<file path="config.mk">
export PLATFORM = sky130hd
export DESIGN_NAME = mul_issue_ctrl
export DESIGN_NICKNAME = d
export VERILOG_FILES = /design/src/rtl/mul_issue_ctrl_pkg.sv /design/src/rtl/mul_issue_ctrl_fifo.sv /design/src/rtl/mul_issue_ctrl.sv
export SDC_FILE = /design/constraint.sdc
export NUM_CORES = 1
export LEC_CHECK = 0
export CAP_MARGIN = 40
export CORE_UTILIZATION = 40
export DETAILED_ROUTE_END_ITERATION = 8
export PLACE_DENSITY = 0.68
export SLEW_MARGIN = 10
export SYNTH_ARGS = -nofsm -noshare
export SYNTH_HDL_FRONTEND = slang
export SYNTH_SLANG_ARGS = --single-unit
</file>
<file path="constraint.sdc">
create_clock -name clk -period 12.4 [get_ports clk]
set_clock_uncertainty 0.1 [all_clocks]
set_input_delay 2.48 -clock clk [delete_from_list [all_inputs] [get_ports clk]]
set_output_delay 2.48 -clock clk [all_outputs]
set_load 0.05 [all_outputs]
</file>
<file path="src/rtl/mul_issue_ctrl_pkg.sv">
// Shared opcodes, datapath width and result correction for the multiplier
// issue/writeback wrapper.
package mul_pkg;

    localparam int XLEN = 32;

    localparam logic [1:0] OP_MUL    = 2'd0;
    localparam logic [1:0] OP_MULH   = 2'd1;
    localparam logic [1:0] OP_MULHSU = 2'd2;
    localparam logic [1:0] OP_MULHU  = 2'd3;

    // The core produces a signed*signed product; unsigned high words are
    // recovered by adding back the operand whose partner had its MSB set.
    function automatic logic [XLEN-1:0] mul_fix(
        input logic [1:0]        op,
        input logic [2*XLEN-1:0] dst,
        input logic [XLEN-1:0]   a,
        input logic [XLEN-1:0]   b
    );
        logic [XLEN-1:0] hi;
        logic [XLEN-1:0] add_a;
        logic [XLEN-1:0] add_b;
        logic [XLEN-1:0] res;
        hi    = dst[2*XLEN-1:XLEN];
        add_a = b[XLEN-1] ? a : {XLEN{1'b0}};
        add_b = a[XLEN-1] ? b : {XLEN{1'b0}};
        case (op)
            OP_MUL:    res = dst[XLEN-1:0];
            OP_MULH:   res = hi;
            OP_MULHSU: res = hi + add_a;
            OP_MULHU:  res = hi + add_a + add_b;
            default:   res = dst[XLEN-1:0];
        endcase
        return res;
    endfunction

endpackage

</file>
<file path="src/rtl/mul_issue_ctrl_fifo.sv">
// Result FIFO with a registered show-ahead head, plus its overflow checker.
// count includes the head register, so it is the number of results held.
module mul_res_fifo #(
    parameter int DEPTH = 4,
    parameter int WIDTH = 36
) (
    input  logic                       clk,
    input  logic                       rst_n,
    input  logic                       push,
    input  logic [WIDTH-1:0]           din,
    input  logic                       pop,
    output logic [WIDTH-1:0]           dout,
    output logic                       dout_valid,
    output logic                       full,
    output logic                       empty,
    output logic [$clog2(DEPTH+1)-1:0] count
);

    localparam int AW = (DEPTH > 1) ? $clog2(DEPTH) : 1;
    localparam int CW = $clog2(DEPTH + 1);

    logic [WIDTH-1:0] r_mem [DEPTH];
    logic [AW-1:0]    r_wr_ptr;
    logic [AW-1:0]    r_rd_ptr;
    logic [CW-1:0]    r_mem_cnt;
    logic             r_out_vld;
    logic [WIDTH-1:0] r_out_data;
    logic             w_pop_ok;
    logic             w_fetch;

    function automatic logic [AW-1:0] ptr_inc(input logic [AW-1:0] p);
        return (p == AW'(DEPTH - 1)) ? {AW{1'b0}} : p + AW'(1);
    endfunction

    assign w_pop_ok = pop & r_out_vld;
    // Refill the head register whenever it is empty or being consumed.
    assign w_fetch  = (r_mem_cnt != CW'(0)) & (~r_out_vld | w_pop_ok);

    // Storage array write port.
    always_ff @(posedge clk) begin
        if (push) begin
            r_mem[r_wr_ptr] <= din;
        end
    end

    // Pointers, occupancy and the registered head.
    always_ff @(posedge clk or negedge rst_n) begin
        if (!rst_n) begin
            r_wr_ptr   <= {AW{1'b0}};
            r_rd_ptr   <= {AW{1'b0}};
            r_mem_cnt  <= {CW{1'b0}};
            r_out_vld  <= 1'b0;
            r_out_data <= {WIDTH{1'b0}};
        end else begin
            if (push) begin
                r_wr_ptr <= ptr_inc(r_wr_ptr);
            end
            if (w_fetch) begin
                r_rd_ptr   <= ptr_inc(r_rd_ptr);
                r_out_vld  <= 1'b1;
                r_out_data <= r_mem[r_rd_ptr];
            end else if (w_pop_ok) begin
                r_out_vld  <= 1'b0;
            end
            r_mem_cnt <= r_mem_cnt + CW'(push) - CW'(w_fetch);
        end
    end

    assign dout       = r_out_data;
    assign dout_valid = r_out_vld;
    assign count      = r_mem_cnt + CW'(r_out_vld);
    assign full       = (count == CW'(DEPTH));
    assign empty      = (count == CW'(0));

endmodule

module mul_res_fifo_chk (
    input logic clk,
    input logic rst_n,
    input logic push,
    input logic pop,
    input logic full
);

    a_no_overflow: assert property (@(posedge clk) disable iff (!rst_n)
        !(push && full && !pop));

endmodule

</file>
<file path="src/rtl/mul_issue_ctrl.sv">
// Issue/writeback wrapper for a fixed-latency signed multiplier core: credit-based
// admission, in-flight tracking, unsigned high-word correction and a result FIFO.
module mul_issue_ctrl
    import mul_pkg::*;
#(
    parameter int MUL_LAT    = 3,
    parameter int FIFO_DEPTH = 4,
    parameter int TAG_W      = 4
) (
    input  logic              clk,
    input  logic              rst_n,
    input  logic              in_valid,
    output logic              in_ready,
    input  logic [1:0]        in_op,
    input  logic [XLEN-1:0]   in_a,
    input  logic [XLEN-1:0]   in_b,
    input  logic [TAG_W-1:0]  in_tag,
    output logic [XLEN-1:0]   mul_op1,
    output logic [XLEN-1:0]   mul_op2,
    input  logic [2*XLEN-1:0] mul_dst,
    output logic              out_valid,
    input  logic              out_ready,
    output logic [XLEN-1:0]   out_data,
    output logic [TAG_W-1:0]  out_tag,
    output logic              busy
);

    localparam int NST = MUL_LAT + 1;
    localparam int FW  = XLEN + TAG_W;
    localparam int CW  = $clog2(NST + FIFO_DEPTH + 1);
    localparam int FCW = $clog2(FIFO_DEPTH + 1);

    logic [NST-1:0]   r_vld;
    logic [1:0]       r_op  [NST];
    logic [TAG_W-1:0] r_tag [NST];
    logic [XLEN-1:0]  r_a   [NST];
    logic [XLEN-1:0]  r_b   [NST];
    logic [XLEN-1:0]  r_op1;
    logic [XLEN-1:0]  r_op2;

    logic             w_accept;
    logic             w_push;
    logic             w_pop;
    logic             w_full;
    logic             w_empty;
    logic             w_fifo_vld;
    logic [FW-1:0]    w_push_data;
    logic [FW-1:0]    w_head;
    logic [FCW-1:0]   w_fifo_cnt;
    logic [CW-1:0]    w_stage_cnt;
    logic [CW-1:0]    w_inflight;

    // Count occupied tracking stages.
    always_comb begin
        w_stage_cnt = {CW{1'b0}};
        for (int i = 0; i < NST; i++) begin
            w_stage_cnt = w_stage_cnt + CW'(r_vld[i]);
        end
    end

    // Every accepted op owns a FIFO slot until popped, so the core never overruns it.
    assign w_inflight = w_stage_cnt + CW'(w_fifo_cnt);
    assign in_ready   = (w_inflight < CW'(FIFO_DEPTH));
    assign w_accept   = in_valid & in_ready;

    // Operand registers feeding the core.
    always_ff @(posedge clk or negedge rst_n) begin
        if (!rst_n) begin
            r_op1 <= {XLEN{1'b0}};
            r_op2 <= {XLEN{1'b0}};
        end else if (w_accept) begin
            r_op1 <= in_a;
            r_op2 <= in_b;
        end
    end

    // Tracking shift register: tail lines up with the core's dst for that op.
    always_ff @(posedge clk or negedge rst_n) begin
        if (!rst_n) begin
            r_vld <= {NST{1'b0}};
            for (int i = 0; i < NST; i++) begin
                r_op[i]  <= 2'd0;
                r_tag[i] <= {TAG_W{1'b0}};
                r_a[i]   <= {XLEN{1'b0}};
                r_b[i]   <= {XLEN{1'b0}};
            end
        end else begin
            r_vld <= {r_vld[NST-2:0], w_accept};
            if (w_accept) begin
                r_op[0]  <= in_op;
                r_tag[0] <= in_tag;
                r_a[0]   <= in_a;
                r_b[0]   <= in_b;
            end
            for (int i = 1; i < NST; i++) begin
                r_op[i]  <= r_op[i-1];
                r_tag[i] <= r_tag[i-1];
                r_a[i]   <= r_a[i-1];
                r_b[i]   <= r_b[i-1];
            end
        end
    end

    assign w_push      = r_vld[NST-1];
    assign w_push_data = {r_tag[NST-1],
                          mul_fix(r_op[NST-1], mul_dst, r_a[NST-1], r_b[NST-1])};
    assign w_pop       = out_ready & w_fifo_vld;

    mul_res_fifo #(
        .DEPTH (FIFO_DEPTH),
        .WIDTH (FW)
    ) u_fifo (
        .clk        (clk),
        .rst_n      (rst_n),
        .push       (w_push),
        .din        (w_push_data),
        .pop        (w_pop),
        .dout       (w_head),
        .dout_valid (w_fifo_vld),
        .full       (w_full),
        .empty      (w_empty),
        .count      (w_fifo_cnt)
    );

    mul_res_fifo_chk u_fifo_chk (
        .clk   (clk),
        .rst_n (rst_n),
        .push  (w_push),
        .pop   (w_pop),
        .full  (w_full)
    );

    assign mul_op1   = r_op1;
    assign mul_op2   = r_op2;
    assign out_valid = w_fifo_vld;
    assign out_data  = w_head[XLEN-1:0];
    assign out_tag   = w_head[FW-1:XLEN];
    assign busy      = (|r_vld) | ~w_empty;

endmodule

</file>
* Word level (Yosys, flattened, before mapping) *
Memory sizes are Yosys's and may differ from the RTL's. A register that Yosys moved wholly into a read port is not among the register bits.
Index checks and enable logic that the tools add are counted.
Widths: inputs -> output; s select.

word-level totals
  output and inout port bits = 103
  bits in registers = 292
  bits in latches = 0
  memories kept = 1
  logic and storage cells = 62
  bits in read-only memories = 0
  bits in writable memories = 144

operators by class
  shifts and indexed selects = 0
  $add $sub $neg = 11
  div/mod/pow operators = 0
  bitwise logic cells = 8
  mux-type cells = 9
  equality and inequality tests = 5
  $mul = 0
  reductions and logical operators = 6
  order comparisons = 1

memories
  memory        depth  bits a word  read ports  clocked after Yosys merged registers in  write ports  RTL line                   RTL
  u_fifo.r_mem  4      36           1           1                                        1            mul_issue_ctrl_fifo.sv:22  logic [WIDTH-1:0] r_mem [DEPTH];

operators with widths
  cell                 number
  $pmux 32 s4          1
  $add 32x32->32       2
  $mux 32              2
  $eq 2x2->1 const B   4
  $add 3x1->3          2
  $add 2x1->2 const B  2
  $add 3x1->4          1
  $add 4x3->4          1
  $and 1x1->1          4
  $lt 4x3->1 const B   1
  $mux 1               4
  $mux 2               2
  $reduce_or 4->1      1
  $add 2x1->3          1
  $logic_not 3->1      1
  $reduce_bool 3->1    1
  $sub 3x1->3          1
  $add 1x1->2          1
  $eq 2x1->1 const B   1
  $logic_not 2->1      1
  $not 1->1            2
  $or 1x1->1           2
  $reduce_bool 2->1    1
  $logic_not 1->1      1

* Depth between registers and ports, before layout *
Gate-level depths: netlist of run 1.

  word-level depth = 6
  depth in mapped cells = 25
  mapped depth without buffers = 24

* Cells and area by module *
A second synthesis of run 1 with hierarchy kept.

second synthesis, totals
  cell total of the unflattened synthesis = 1478
  area total of the unflattened synthesis = 20224.4 µm²

by module, submodules not included
  module          area each (µm²)  instances  sequential area each (µm²)  cells an instance
  mul_issue_ctrl  13172.6          1          7106.8                      1168
  mul_res_fifo    7051.8           1          5425.2                      310

* Worst setup path after synthesis of run 1 *
No wires, ideal clock.

  kind = in2reg
  from = in mul_dst[33]
  to = mem u_fifo.r_mem[0][29], data pin
  cell stages on the path = 22
  setup time = 0.280 ns
  path slack = 5.236 ns
  arrival time = 6.784 ns
  path through = ha_1 > a21o_1 > and4_1 > or2_2 > a31oi_1 > o21bai_1 > a21o_1 > a21o_1 > a21oi_1 > xnor2_1 > ha_1 > nand2_1 > a21oi_1 > o21ai_0 > a31oi_1 > a21o_1 > a31oi_1 > o31a_2 > nor4_1 > nor3_2 > xnor2_1 > mux4_2

on the way
  word-level cells in the longest chain between the ends = 3

ends and longest elaborated chain
  element                   RTL line                                            RTL
  start: declaration        mul_issue_ctrl.sv:20                                input logic [2*XLEN-1:0] mul_dst,
  $add 32x32->32 (*)        mul_issue_ctrl_pkg.sv:30, mul_issue_ctrl_pkg.sv:31
  $add 32x32->32            mul_issue_ctrl_pkg.sv:31                            OP_MULHU: res = hi + add_a + add_b;
  $pmux 32 s4 (*)           mul_issue_ctrl_pkg.sv:27                            case (op)
  named net u_fifo.din[29]  mul_issue_ctrl_fifo.sv:10                           input logic [WIDTH-1:0] din,
  end: declaration          mul_issue_ctrl_fifo.sv:22

The timed path passes the listed nets; every way through them passes the cells marked *.

* Final worst setup path of run 1 *
  from = in mul_dst[33]
  to = mem u_fifo.r_mem[3][29], data pin

The elaborated chain is that of the path after synthesis.

==> metrics.yaml, run 1 <==
synthesis:
  synth_cells: 1299
  ys_warn_count: 0
  syn_area_sq_mm: 0.0200
  netlist.area_leader.share: 0.410
  async_reset_ff_frac: 0.695
  synth_top_area_cell: "dfrtp_1"
  synth_cell_type_count: 71
  syn_area_per_cell_sq_um: 15.4
  synth_nets: 1515
  synthTopCellsByArea: "dfrtp_1, edfxtp_1, mux4_2, mux2_2, ha_1"
  yosys_register_bits: 472
  ys_seq_area_frac: 0.626
  synth_edf_count: 144
  synth_ff_type: "dfrtp_1"
route:
  dr.pass1.iters: 5
  vias: 11000
  ant_nets: 0
  wl_um: 42300
  drt_iter0_markers: 557
  drc: 0
  wl_per_cell_um: 19.2
  vias_per_cell: 4.97
sta:
  relSlewSlack: 0.381
  tightestPinTransition_ps: 928
  drv_slew: 0
  fin_setup_tns_ps: 0
  setup_viol_count_final: 0
  timing.final.crit_share: 0.632
  max_freq_mhz: 128
  hold_viol: 0
  rsz0062_at_grt: "no"
  period_needed_ps: 7830
floorplan:
  rows: 81
  start_util: 0.407
  die_area_sq_mm: 0.0509
  die_x_um: 226
  pin_count: 241
  core-area_sq_mm: 0.0492
  die_h_um: 226
cts:
  cts.htree.levels: 2
  cts_buffer_depth: 3
  post_cts_buffers: 0
  cts-hold-fix-buffers: 0
  numClockSinks: 472
  clk_pin_slew_ps: 60
  cts_tree: "yes"
  clk_latency_ps: 570
  root_buffer: "clkbuf_16"
  cts_resized: 0
  cts_made_buffers: 49
placed_design:
  port_buffers: 240
  place_hpwl_um: 30400
  placed_area_sq_mm: 0.0227
  place_inst: 2111
  gp_congestion: 0.835
layout:
  area_growth_pct: 21.7
  stdcell_area_sq_mm: 0.0244
  instances_no_fill: 2205
  num-fill-cells: 4182
  nets: 1715
  drive_gt1_frac: 0.197
critical_path:
  criticalPathCategory: "primary input to flop"
  arrival_ps: 8020
  regToRegSetupSlack_ps: 6180
  critical_path.startpoint_type: "primary input"
  crit_path_end_kind: "flop"
  required_ps: 12580
  critPathMaxFanout: 4
global_route:
  grt_max_degree: 185
  met1_usage: 0.238
  grt_pass1_wl_um: 65200
  met3_usage: 0.0316
  antenna_found_initial: 6
  grt_util_met2: 0.261
  gr-total-overflow: 0
  grt_usage: 0.169
  top_usage_layer: "met2"
  grt_pass1_vias: 11300
status:
  outcome: "finished, final reports clean"
hold_path:
  hold_path_class: "flop to flop"
run:
  drv_cap: 0
state kept, by name, summed over array words and instances (netlist names):
name               count
r_a                  128
r_b                  128
r_op                   8
r_tag                 16
r_vld                  4
u_fifo.dout           36
u_fifo.dout_valid      1
u_fifo.r_mem         144
u_fifo.r_mem_cnt       3
u_fifo.r_rd_ptr        2
u_fifo.r_wr_ptr        2
routing by layer:
| metal | vias to the layer above | share of wire |
|---|---|---|
| li1 | 5095 | - |
| met1 | 5500 | 0.45 |
| met2 | 285 | 0.47 |
| met3 | 63 | 0.051 |
| met4 | 8 | 0.028 |
| met5 | - | 0.0011 |
through the flow:
stage	util	worst slack [ps]	hold WS (ps)
after global routing	0.495	4290	250
after detailed placement	0.463	4030	235
final	0.495	4570	243
after global placement	0.462	4110	234
after floorplan	-	5240	231
after CTS	0.495	4610	247
path summary, 6_finish.rpt:
kind | to | startpoint | cells after the start
max | u_fifo.r_mem[3][29] | mul_dst[33] | 23
min | r_a[42] | r_a[74] | 0
max reg2reg | u_fifo.r_mem[3][29] | r_b[31] | 24
min reg2reg | r_a[42] | r_a[74] | 0
max in group asynchronous | r_b[10] | rst_n | 3
min in group asynchronous | u_fifo.r_mem_cnt[2] | rst_n | 1
logic make-up (layout without fill, tap and decap cells):
logic type / Yosys count / count (layout) / share of synthesized area
compound gates: 180 / 180 / 0.0623
xor+xnor: 70 / 70 / 0.0339
fa+ha+maj: 78 / 78 / 0.0503
buf+inv: 132 / 372 / 0.0372
flops: 472 / 472 / 0.626
mux: 177 / 177 / 0.137
other cells: 0 / 2 / 0
simple gates: 190 / 190 / 0.0524
synthesized netlist by cell type, drive strengths merged (4+ instances only):
cell / count
inv: 25
a21boi: 4
a211oi: 11
clkbuf: 30
o31ai: 4
ha: 74
o21ai: 33
nand3: 12
nand3b: 4
nand2: 41
and2: 65
nor2: 24
dfrtp: 328
and3: 4
o211ai: 6
a21o: 25
a31oi: 11
mux4: 67
fa: 4
o21a: 9
nor2b: 9
a21oi: 57
o21bai: 4
nand4: 9
nor3: 11
xor2: 21
buf: 77
xnor2: 45
mux2: 109
edfxtp: 144
cells in the final DEF (no fill, tap or decap), types with 8 or more instances in the layout:
cell type,Yosys,routed
xor2_1,20,20
ha_1,74,74
buf_4,64,13
xnor2_1,45,45
a21oi_1,51,50
clkbuf_1,30,10
dfrtp_1,328,326
nor2b_1,9,9
a31oi_1,9,9
nand2_1,40,40
a211oi_1,8,8
nor2_1,24,24
mux2_2,109,109
nand3_1,12,12
o21ai_0,25,25
inv_1,25,25
edfxtp_1,144,144
clkbuf_16,0,51
a21o_1,25,25
mux4_2,66,66
o21a_1,9,9
and2_1,65,64
clkinv_2,0,11
clkdlybuf4s50_1,0,239
nand4_1,9,9
layout make-up:
class,instances,area [sq um],area share
Sequential cell,472,12500,0.515
Multi-Input combinational cell,695,6740,0.277
Timing Repair Buffer,256,2570,0.106
Clock buffer,68,1410,0.0579
Tap cell,664,831,0.0341
Clock inverter,23,164,0.00673
Inverter,25,93.8,0.00385
Antenna cell,2,5.00,0.000206
worst max-delay path, stage by stage:
cell and delay [ps]:
clkdlybuf4s50_1 470, ha_1 310, a21o_1 200, and4_1 220
or2_2 310, a31oi_1 340, o21bai_1 110, a21o_1 230
a21o_1 190, a21oi_1 170, xnor2_1 110, ha_1 340
nand2_1 60, a21oi_1 220, o21ai_0 120, a31oi_1 320
a21o_1 230, a31oi_1 120, o31a_2 350, nor4_1 360
nor3_2 90, xnor2_1 140, mux4_2 520
Power of run 1 is left out: the tool's default activity adds up to more than one toggle a clock period on the data nets, which glitch-free logic cannot reach.
==> inputs of run 2 (changes only) <==
==> constraint.sdc (replaced) <==
create_clock -name clk -period 7.27 [get_ports clk]
set_clock_uncertainty 0.1 [all_clocks]
set_input_delay 1.454 -clock clk [delete_from_list [all_inputs] [get_ports clk]]
set_output_delay 1.454 -clock clk [all_outputs]
set_load 0.05 [all_outputs]
==> run 2 against run 1 <==
Effect of this change: wire length is 0.51% higher; flip-flop and latch count did not move; worst hold slack got worse by 9.4 ps; worst setup slack got worse by 4000 ps; sequential share of layout area down 0.54 points; highest routed layer unchanged.
==> metrics.yaml, run 2 (synthesis results as in run 1) <==
status:
  outcome: "finished, final reports clean"  # unchanged
cts:
  cts-hold-fix-buffers: 0  # unchanged
  numClockSinks: 472  # unchanged
  cts_resized: 0  # unchanged
  clk_pin_slew_ps: 60  # about the same
  cts_tree: "yes"  # unchanged
  root_buffer: "clkbuf_16"  # unchanged
  post_cts_buffers: 0  # unchanged
  cts.htree.levels: 2  # unchanged
  cts_buffer_depth: 3  # unchanged
  clk_latency_ps: 570  # about the same
  cts_made_buffers: 49  # unchanged
critical_path:
  crit_path_end_kind: "flop"  # unchanged
  critPathMaxFanout: 4  # unchanged
  critical_path.startpoint_type: "primary input"  # unchanged
  regToRegSetupSlack_ps: 1200  # was 6180 ps
  r2r-end: "u_fifo.r_mem[1][30]"  # was u_fifo.r_mem[3][29]
  criticalPathCategory: "primary input to flop"  # unchanged
  required_ps: 7460  # was 12,580 ps
  arrival_ps: 6900  # was 8020 ps
  regToRegStartpoint: "r_b[31]"  # unchanged
  worst-r2r-cell-count: 24  # unchanged
route:
  dr.pass1.iters: 5  # unchanged
  ant_nets: 0  # unchanged
  vias: 10900  # was 11.0k
  vias_per_cell: 4.96  # was 4.97
  wl_um: 42500  # was 42,300 um
  wl_per_cell_um: 19.3  # was 19.2 um
  drt_iter0_markers: 533  # was 557
  drc: 0  # unchanged
layout:
  nets: 1717  # was 1,715
  largest_reg_flops: 144  # unchanged
  drive_gt1_frac: 0.200  # was 0.197
  stdcell_area_sq_mm: 0.0246  # was 0.0244 sq mm
  final_common_cell: "dfrtp_1"  # unchanged
  area_growth_pct: 23.0  # was 21.7%
  layout_common_cells: "dfrtp_1, clkdlybuf4s50_1, edfxtp_1"  # unchanged
  top_register: "u_fifo.r_mem"  # unchanged
  reg_top3: "u_fifo.r_mem x144, r_a x128, r_b x128"  # unchanged
global_route:
  gr-total-overflow: 0  # unchanged
  grt_max_degree: 185  # unchanged
  grt_usage: 0.171  # was 0.169
  grt_pass1_wl_um: 66100  # was 65,200 um
  grt_pass1_vias: 11600  # was 11.3k
  antenna_found_initial: 8  # was 6
placed_design:
  port_buffers: 240  # unchanged
  pre_cts_slack_ps: 1.75  # was 4030 ps
  place_hpwl_um: 30800  # was 30,400 um
  gp_congestion: 0.866  # was 0.835
  placed_area_sq_mm: 0.0228  # was 0.0227 sq mm
run:
  drv_cap: 0  # unchanged
floorplan:
  die_h_um: 226  # unchanged
  die_x_um: 226  # unchanged
  start_util: 0.407  # unchanged
  die_area_sq_mm: 0.0509  # unchanged
  core-area_sq_mm: 0.0492  # unchanged
  rows: 81  # unchanged
  pin_count: 241  # unchanged
sta:
  timing.final.crit_share: 0.922
  tightestPinTransition_ps: 919  # was 928 ps
  period_needed_ps: 6710
  setup_slack_ps: 564  # was 4570 ps
  relSlewSlack: 0.387  # was 0.381
  drv_slew: 0  # unchanged
  rsz0062_at_grt: "no"  # unchanged
  max_freq_mhz: 149
  fin_setup_tns_ps: 0  # unchanged
  hold_ws_ps: 234  # was 243 ps
  hold_viol: 0  # unchanged
  setup_viol_count_final: 0  # unchanged
hold_path:
  hold_path_class: "flop to flop"  # unchanged
  min_to: "r_a[7]"  # was r_a[42]
  hp-start: "r_a[39]"  # was r_a[74]
  min_path_cells: 0  # unchanged
-- run 2: worst max path at each step --
stage          cells after the start             endpoint         from  slack, ps
2_1_floorplan                     22  u_fifo.r_mem[0][29]  mul_dst[33]       1130
3_3_place_gp                      23  u_fifo.r_mem[0][29]  mul_dst[33]         90
3_5_place_dp                      23  u_fifo.r_mem[0][29]  mul_dst[33]          2
4_1_cts                           23  u_fifo.r_mem[1][29]  mul_dst[33]        600
5_1_grt                           23  u_fifo.r_mem[1][29]  mul_dst[33]        240
6_report                          24  u_fifo.r_mem[1][30]  mul_dst[33]        560
-- run 2: routing by layer --
| metal | vias to the layer above | global-route usage | wire length, um |
|---|---|---|---|
| met1 | 5512 | 0.231 | 19100 |
| met2 | 236 | 0.277 | 20300 |
| met4 | 12 | 0.0542 | 940 |
| met5 | - | 0 | 55 |
| li1 | 5109 | - | - |
| met3 | 73 | 0.0350 | 2120 |
-- run 2: cell type report --
type / count / area (sq um)
Clock inverter: 23 / 398
Inverter: 25 / 93.8
Multi-Input combinational cell: 695 / 6740
Antenna cell: 2 / 5.00
Fill cell: 4094 / 24500
Clock buffer: 68 / 1410
Tap cell: 664 / 831
Sequential cell: 472 / 12500
Timing Repair Buffer: 258 / 2590
-- run 2: metrics by stage --
step / std cells / util
detailed placement: 2113 / 0.463
global placement: 2112 / 0.463
global route: 2206 / 0.501
CTS: 2204 / 0.500
finish: 2207 / 0.501
floorplan: 1299 / -
-- run 2: critical path: stages --
cell and delay, ps:
clkdlybuf4s50_1 470, ha_1 310, a21o_1 210, and4_1 230, or2_2 310, a31oi_1 360, o21bai_1 110, a21o_1 230
a21o_1 190, a21oi_1 170, xnor2_1 120, ha_1 350, nand2_1 70, a21oi_1 220, nand2_1 80, a31oi_1 140
a211oi_1 100, o31ai_2 320, a31oi_2 190, o31ai_2 260, and3_1 300, a21o_1 110, a21oi_1 60, mux4_2 520
Power of run 2 is left out for the same reason.
